File: src/rtl/counter_monitor.sv
// counter_monitor: passive checker that locks onto an incrementing counter
// and reports sticky/pulsed mismatch status plus a saturating error count.
module counter_monitor #(
  parameter int unsigned WIDTH       = 8,
  parameter int unsigned STEP        = 1,
  parameter int unsigned LOCK_CYCLES = 2,
  parameter int unsigned ERR_CNT_W   = 16
) (
  input  logic                 clk,
  input  logic                 rst,
  input  logic [WIDTH-1:0]     counter_in,
  input  logic                 sample_en,
  input  logic                 clear,
  output logic                 locked,
  output logic                 error,
  output logic                 err_pulse,
  output logic [ERR_CNT_W-1:0] err_count,
  output logic [WIDTH-1:0]     first_bad,
  output logic [WIDTH-1:0]     first_exp
);

  // run must be able to hold LOCK_CYCLES itself
  localparam int unsigned     RunW    = $clog2(LOCK_CYCLES + 1);
  localparam logic [WIDTH-1:0] StepW  = WIDTH'(STEP);
  localparam logic [RunW-1:0]  LockRun = RunW'(LOCK_CYCLES);

  typedef enum logic [1:0] {StIdle, StAcquire, StTrack} state_e;

  state_e                 state_q, state_d;
  logic [WIDTH-1:0]       expected_q, expected_d;
  logic [RunW-1:0]        run_q, run_d;
  logic                   error_q, error_d;
  logic                   err_pulse_q, err_pulse_d;
  logic [ERR_CNT_W-1:0]   err_count_q, err_count_d;
  logic [WIDTH-1:0]       first_bad_q, first_bad_d;
  logic [WIDTH-1:0]       first_exp_q, first_exp_d;

  logic [WIDTH-1:0]       next_exp;
  logic [RunW-1:0]        run_inc;
  logic                   match;

  assign next_exp = counter_in + StepW;  // truncation makes all-ones -> 0 legal
  assign run_inc  = run_q + 1'b1;
  assign match    = (counter_in == expected_q);

  // Next-state: acquisition/tracking FSM and error bookkeeping
  always_comb begin
    state_d     = state_q;
    expected_d  = expected_q;
    run_d       = run_q;
    error_d     = error_q;
    err_pulse_d = 1'b0;
    err_count_d = err_count_q;
    first_bad_d = first_bad_q;
    first_exp_d = first_exp_q;

    if (clear) begin
      state_d     = StIdle;
      expected_d  = '0;
      run_d       = '0;
      error_d     = 1'b0;
      err_count_d = '0;
      first_bad_d = '0;
      first_exp_d = '0;
    end else if (sample_en) begin
      expected_d = next_exp;
      case (state_q)
        StIdle: begin
          run_d   = '0;
          state_d = StAcquire;
        end
        StAcquire: begin
          if (match) begin
            run_d = run_inc;
            if (run_inc == LockRun) state_d = StTrack;
          end else begin
            run_d = '0;
          end
        end
        StTrack: begin
          if (!match) begin
            err_pulse_d = 1'b1;
            error_d     = 1'b1;
            if (err_count_q != '1) err_count_d = err_count_q + 1'b1;
            // Only the first mismatch since reset/clear is captured
            if (!error_q) begin
              first_bad_d = counter_in;
              first_exp_d = expected_q;
            end
          end
        end
        default: state_d = StIdle;
      endcase
    end
  end

  // State registers with asynchronous active-low reset
  always_ff @(posedge clk or negedge rst) begin
    if (!rst) begin
      state_q     <= StIdle;
      expected_q  <= '0;
      run_q       <= '0;
      error_q     <= 1'b0;
      err_pulse_q <= 1'b0;
      err_count_q <= '0;
      first_bad_q <= '0;
      first_exp_q <= '0;
    end else begin
      state_q     <= state_d;
      expected_q  <= expected_d;
      run_q       <= run_d;
      error_q     <= error_d;
      err_pulse_q <= err_pulse_d;
      err_count_q <= err_count_d;
      first_bad_q <= first_bad_d;
      first_exp_q <= first_exp_d;
    end
  end

  assign locked    = (state_q == StTrack);
  assign error     = error_q;
  assign err_pulse = err_pulse_q;
  assign err_count = err_count_q;
  assign first_bad = first_bad_q;
  assign first_exp = first_exp_q;

endmodule

File: config.mk
export PLATFORM = sky130hd
export DESIGN_NAME = counter_monitor
export DESIGN_NICKNAME = d
export VERILOG_FILES = /design/src/rtl/counter_monitor.sv
export SDC_FILE = /design/constraint.sdc
export NUM_CORES = 1
export LEC_CHECK = 0
export ABC_CLOCK_PERIOD_IN_PS = 1700
export CORE_MARGIN = 10
export CORE_UTILIZATION = 30
export CTS_BUF_LIST = sky130_fd_sc_hd__clkbuf_4 sky130_fd_sc_hd__clkbuf_8
export CTS_CLUSTER_DIAMETER = 30
export CTS_CLUSTER_SIZE = 14
export DETAILED_ROUTE_END_ITERATION = 10
export GPL_TIMING_DRIVEN = 0
export HOLD_SLACK_MARGIN = 0.15
export SLEW_MARGIN = 25
export SYNTH_ARGS = -nofsm -noshare
export SYNTH_HDL_FRONTEND = slang
export SYNTH_SLANG_ARGS = --single-unit
File: constraint.sdc
create_clock -name clk -period 1.7 [get_ports clk]
set_input_delay 0.34 -clock clk [delete_from_list [all_inputs] [get_ports clk]]
set_output_delay 0.34 -clock clk [all_outputs]
set_load 0.02 [all_outputs]
==> results.sh <==
export IMPL_avgSynthCellArea_um2=10.2
export IMPL_initialDrtViolationCount=58
export IMPL_grt_pass1_vias=2166
export IMPL_wl_met2_um=3240
export IMPL_crit_path_end_kind="flop"
export IMPL_port_buffers=45
export IMPL_post_route_period_util=1.05
export IMPL_clock_sinks=46
export IMPL_crit_fanout=5
export IMPL_cp_start_kind="flop"
export IMPL_finalSetupViolCount=12
export IMPL_synth_compound_area_share=0.123
export IMPL_worst_slew_pin_slew_ns=0.606
export IMPL_max_freq_mhz=562
export IMPL_cts_root_buf="clkbuf_8"
export IMPL_fp_dieW_um=110
export IMPL_grt_max_degree=47
export IMPL_skew_ns=0.00825
export IMPL_clock_latency_ns=0.30
export IMPL_layout_min_cycle_time_ns=1.78
export IMPL_synth_fa_ha_area_frac=0.0155
export IMPL_vias=2124
export IMPL_synth_top_family_by_area="simple AND/OR/NAND/NOR gates"
export IMPL_reg2reg_to="err_count[5]$_DFFE_PN0P_"
export IMPL_wl_met1_um=3020
export IMPL_antenna_found_initial=0
export IMPL_synthMuxAreaShare=0.0922
export IMPL_synth_cell_types=42
export IMPL_ys_seq_area_frac=0.474
export IMPL_ys_warn_count=0
export IMPL_drv_cap=0
export IMPL_status="complete, but fails checks"
export IMPL_ir_drop_v=0.000343
export IMPL_ys_ff_latch=46
export IMPL_power_leakage_nw=1.68
export IMPL_met3_length_um=431
export IMPL_core_area_um2=7810
export IMPL_min_from="sample_en"
export IMPL_r2r_cells=6
export IMPL_layout_nets=344
export IMPL_htree_levels=2
export IMPL_setup_ws_ns=-0.0797
export IMPL_drv_slew=0
export IMPL_cts_buffer_depth=2
export IMPL_gp_congestion=0.829
export IMPL_hold_path_endpoint="expected_q[5]$_DFFE_PN0N_"
export IMPL_dpl_hpwl_um=4460
export IMPL_wire_per_inst_um=15.8
export IMPL_die_area_um2=12100
export IMPL_hold_class="in -> reg"
export IMPL_grt_overflow_total=0
export IMPL_path_class="reg -> reg"
export IMPL_viasPerCell=4.92
export IMPL_post_dp_cell_area_um2=3060
export IMPL_synth_ff_type="dfrtp_1"
export IMPL_final_hold_violation_count=0
export IMPL_placed_cells=385
export IMPL_rsz0062_at_grt="true"
export IMPL_cts_buffers=5
export IMPL_drtPass1Iterations=4
export IMPL_worstPathArrival_ns=2.00
export IMPL_drive_above_1_share=0.345
export IMPL_synth_edf_count=0
export IMPL_instances_no_fill=432
export IMPL_worst_hold_path_num_cells=3
export IMPL_critPathRequiredTime_ns=1.92
export IMPL_grt_usage=0.111
export IMPL_synthSimpleGateAreaFrac=0.205
export IMPL_relSlewSlack=0.593
export IMPL_synth_cells=238
export IMPL_area_delta_synth_final_pct=50.5
export IMPL_ant_nets=0
export IMPL_die_h_um=110
export IMPL_violations="negative setup slack"
export IMPL_synthXorXnorAreaFrac=0.0505
export IMPL_grt_pass1_wl_um=10800
export IMPL_synth_fp_nets=253
export IMPL_cts_tree="yes"
export IMPL_clk_pin_slew_ns=0.09
export IMPL_r2r_start="err_count[10]$_DFFE_PN0P_"
export IMPL_synthArstFlopShare=1.00
export IMPL_ioPinCount=47
export IMPL_powerDensity_nw_per_um2=585
export IMPL_top_layer_used="met4"
export IMPL_reg2reg_setup_slack_ns=-0.08
export IMPL_drcViolationCount=0
export IMPL_final_area_um2=3650
export IMPL_routed_wl_um=6810
export IMPL_netlist_area_um2=2430
export IMPL_antennaDiodeCount=0
export IMPL_initial_core_util=0.311
export IMPL_rows=32
==> worst max path at each step <==
stage / end / cells past startpoint / slack (ns) / from
2_1_floorplan: err_count[12]$_DFFE_PN0P_ / 5 / -0.05 / err_count[8]$_DFFE_PN0P_
3_3_place_gp: err_count[12]$_DFFE_PN0P_ / 1 / -1.30 / rst
3_5_place_dp: err_count[0]$_DFFE_PN0P_ / 7 / -0.79 / counter_in[4]
4_1_cts: err_count[12]$_DFFE_PN0P_ / 5 / -0.07 / err_count[10]$_DFFE_PN0P_
5_1_grt: err_count[5]$_DFFE_PN0P_ / 6 / -0.16 / err_count[10]$_DFFE_PN0P_
6_report: err_count[5]$_DFFE_PN0P_ / 6 / -0.08 / err_count[10]$_DFFE_PN0P_
==> report_power, final <==
group	internal (mW)	total (mW)	switching, mW
registers	1.11	1.12	0.0159
clock network	0.411	0.795	0.384
logic	0.0895	0.217	0.128
total	1.61	2.14	0.528
==> layout make-up <==
type                            instances  area (um2)
Inverter                                9        35.0
Fill cell                             738        4150
Buffer                                 11        80.1
Multi-Input combinational cell        172        1390
Tap cell                              102         128
Sequential cell                        46        1170
Clock buffer                            8         110
Timing Repair Buffer                   84         747
==> repair_timing <==
item / CTS / global route
endpoints found under the setup margin: 45 / 41
endpoints found under the hold margin: 46 / 0
hold buffers: 1 / 0
gates cloned: 1 / 0
gates resized for setup: 42 / 30
buffers inserted: 30 / 7
pin swaps: 15 / 13
==> sequential cells by signal (all words and copies together) (netlist names) <==
signal	cells
err_count	16
expected_q	8
first_bad	8
first_exp	8
run_q	2
state_q	2
err_pulse	1
error	1
==> metal layers <==
layer / GRT usage / vias to the layer above
li1: - / 1027
met1: 0.135 / 1033
met2: 0.186 / 53
met3: 0.0325 / 11
met4: 0.0344 / 0
met5: 0 / -
==> cells by family (layout without fill, tap and decap cells) <==
family | Yosys count | count (layout)
xor+xnor | 14 | 14
mux | 22 | 22
compound gates | 42 | 42
flops | 46 | 46
fa+ha+maj | 3 | 3
simple gates | 91 | 91
buf+inv | 20 | 112
==> synthesized netlist by cell type, types with 2 or more instances <==
cell | count | area share
or3_1 | 4 | 0.010
xnor2_1 | 12 | 0.043
and3_1 | 2 | 0.0052
o21ai_0 | 2 | 0.0041
nand4_1 | 4 | 0.010
nand2b_1 | 2 | 0.0052
nor3_1 | 2 | 0.0041
xor2_1 | 2 | 0.0072
clkbuf_1 | 4 | 0.0062
nor2b_1 | 4 | 0.010
mux2i_1 | 19 | 0.078
buf_1 | 3 | 0.0046
ha_1 | 3 | 0.015
buf_6 | 2 | 0.0093
nand3_1 | 6 | 0.012
nand4_4 | 2 | 0.018
inv_1 | 8 | 0.012
nor2_1 | 34 | 0.053
mux2_1 | 3 | 0.014
a211oi_1 | 6 | 0.019
and4_4 | 2 | 0.0093
nand2_1 | 15 | 0.023
o211ai_4 | 2 | 0.018
or4_1 | 9 | 0.028
o31ai_1 | 9 | 0.028
a21oi_1 | 16 | 0.033
dfrtp_1 | 46 | 0.47
==> worst max-delay path, cell delays in order, from the launching register on <==
cell and delay, ns:
dfrtp_2 0.41, and4_4 0.21, nand4_1 0.14, o211ai_1 0.14, buf_4 0.16, or4_1 0.49, a21oi_2 0.14
==> per-stage QoR <==
stage	TNS [ns]	power (mW)	hold slack, ns	worst slack [ns]	util
after CTS	-0.208	2.16	0.400	-0.0685	0.449
after global placement	-77.06	1.33	0.505	-1.30	0.392
after global routing	-2.29	2.24	0.422	-0.161	0.468
final	-0.424	2.14	0.405	-0.0797	0.468
after detailed placement	-24.52	1.33	0.402	-0.786	0.392
after floorplan	-0.137	1.25	0.0444	-0.0514	-
==> placed cells by master (no fill, tap or decap), drive strengths merged, types with 3 or more instances in the layout <==
| cell | synthesis | layout |
|---|---|---|
| or4 | 9 | 9 |
| buf | 7 | 47 |
| mux2 | 3 | 3 |
| clkbuf | 4 | 12 |
| clkdlybuf4s50 | 0 | 26 |
| nand2 | 15 | 15 |
| or3 | 4 | 4 |
| mux2i | 19 | 19 |
| inv | 8 | 8 |
| nor2 | 34 | 34 |
| dlygate4sd2 | 0 | 15 |
| nand3 | 7 | 7 |
| xnor2 | 12 | 12 |
| o31ai | 9 | 9 |
| and4 | 3 | 3 |
| a21oi | 16 | 16 |
| a211oi | 6 | 6 |
| nor2b | 4 | 4 |
| dfrtp | 46 | 46 |
| o211ai | 3 | 3 |
| ha | 3 | 3 |
| nand4 | 6 | 6 |
| o21ai | 4 | 4 |
(Power assumes the default switching activity.)
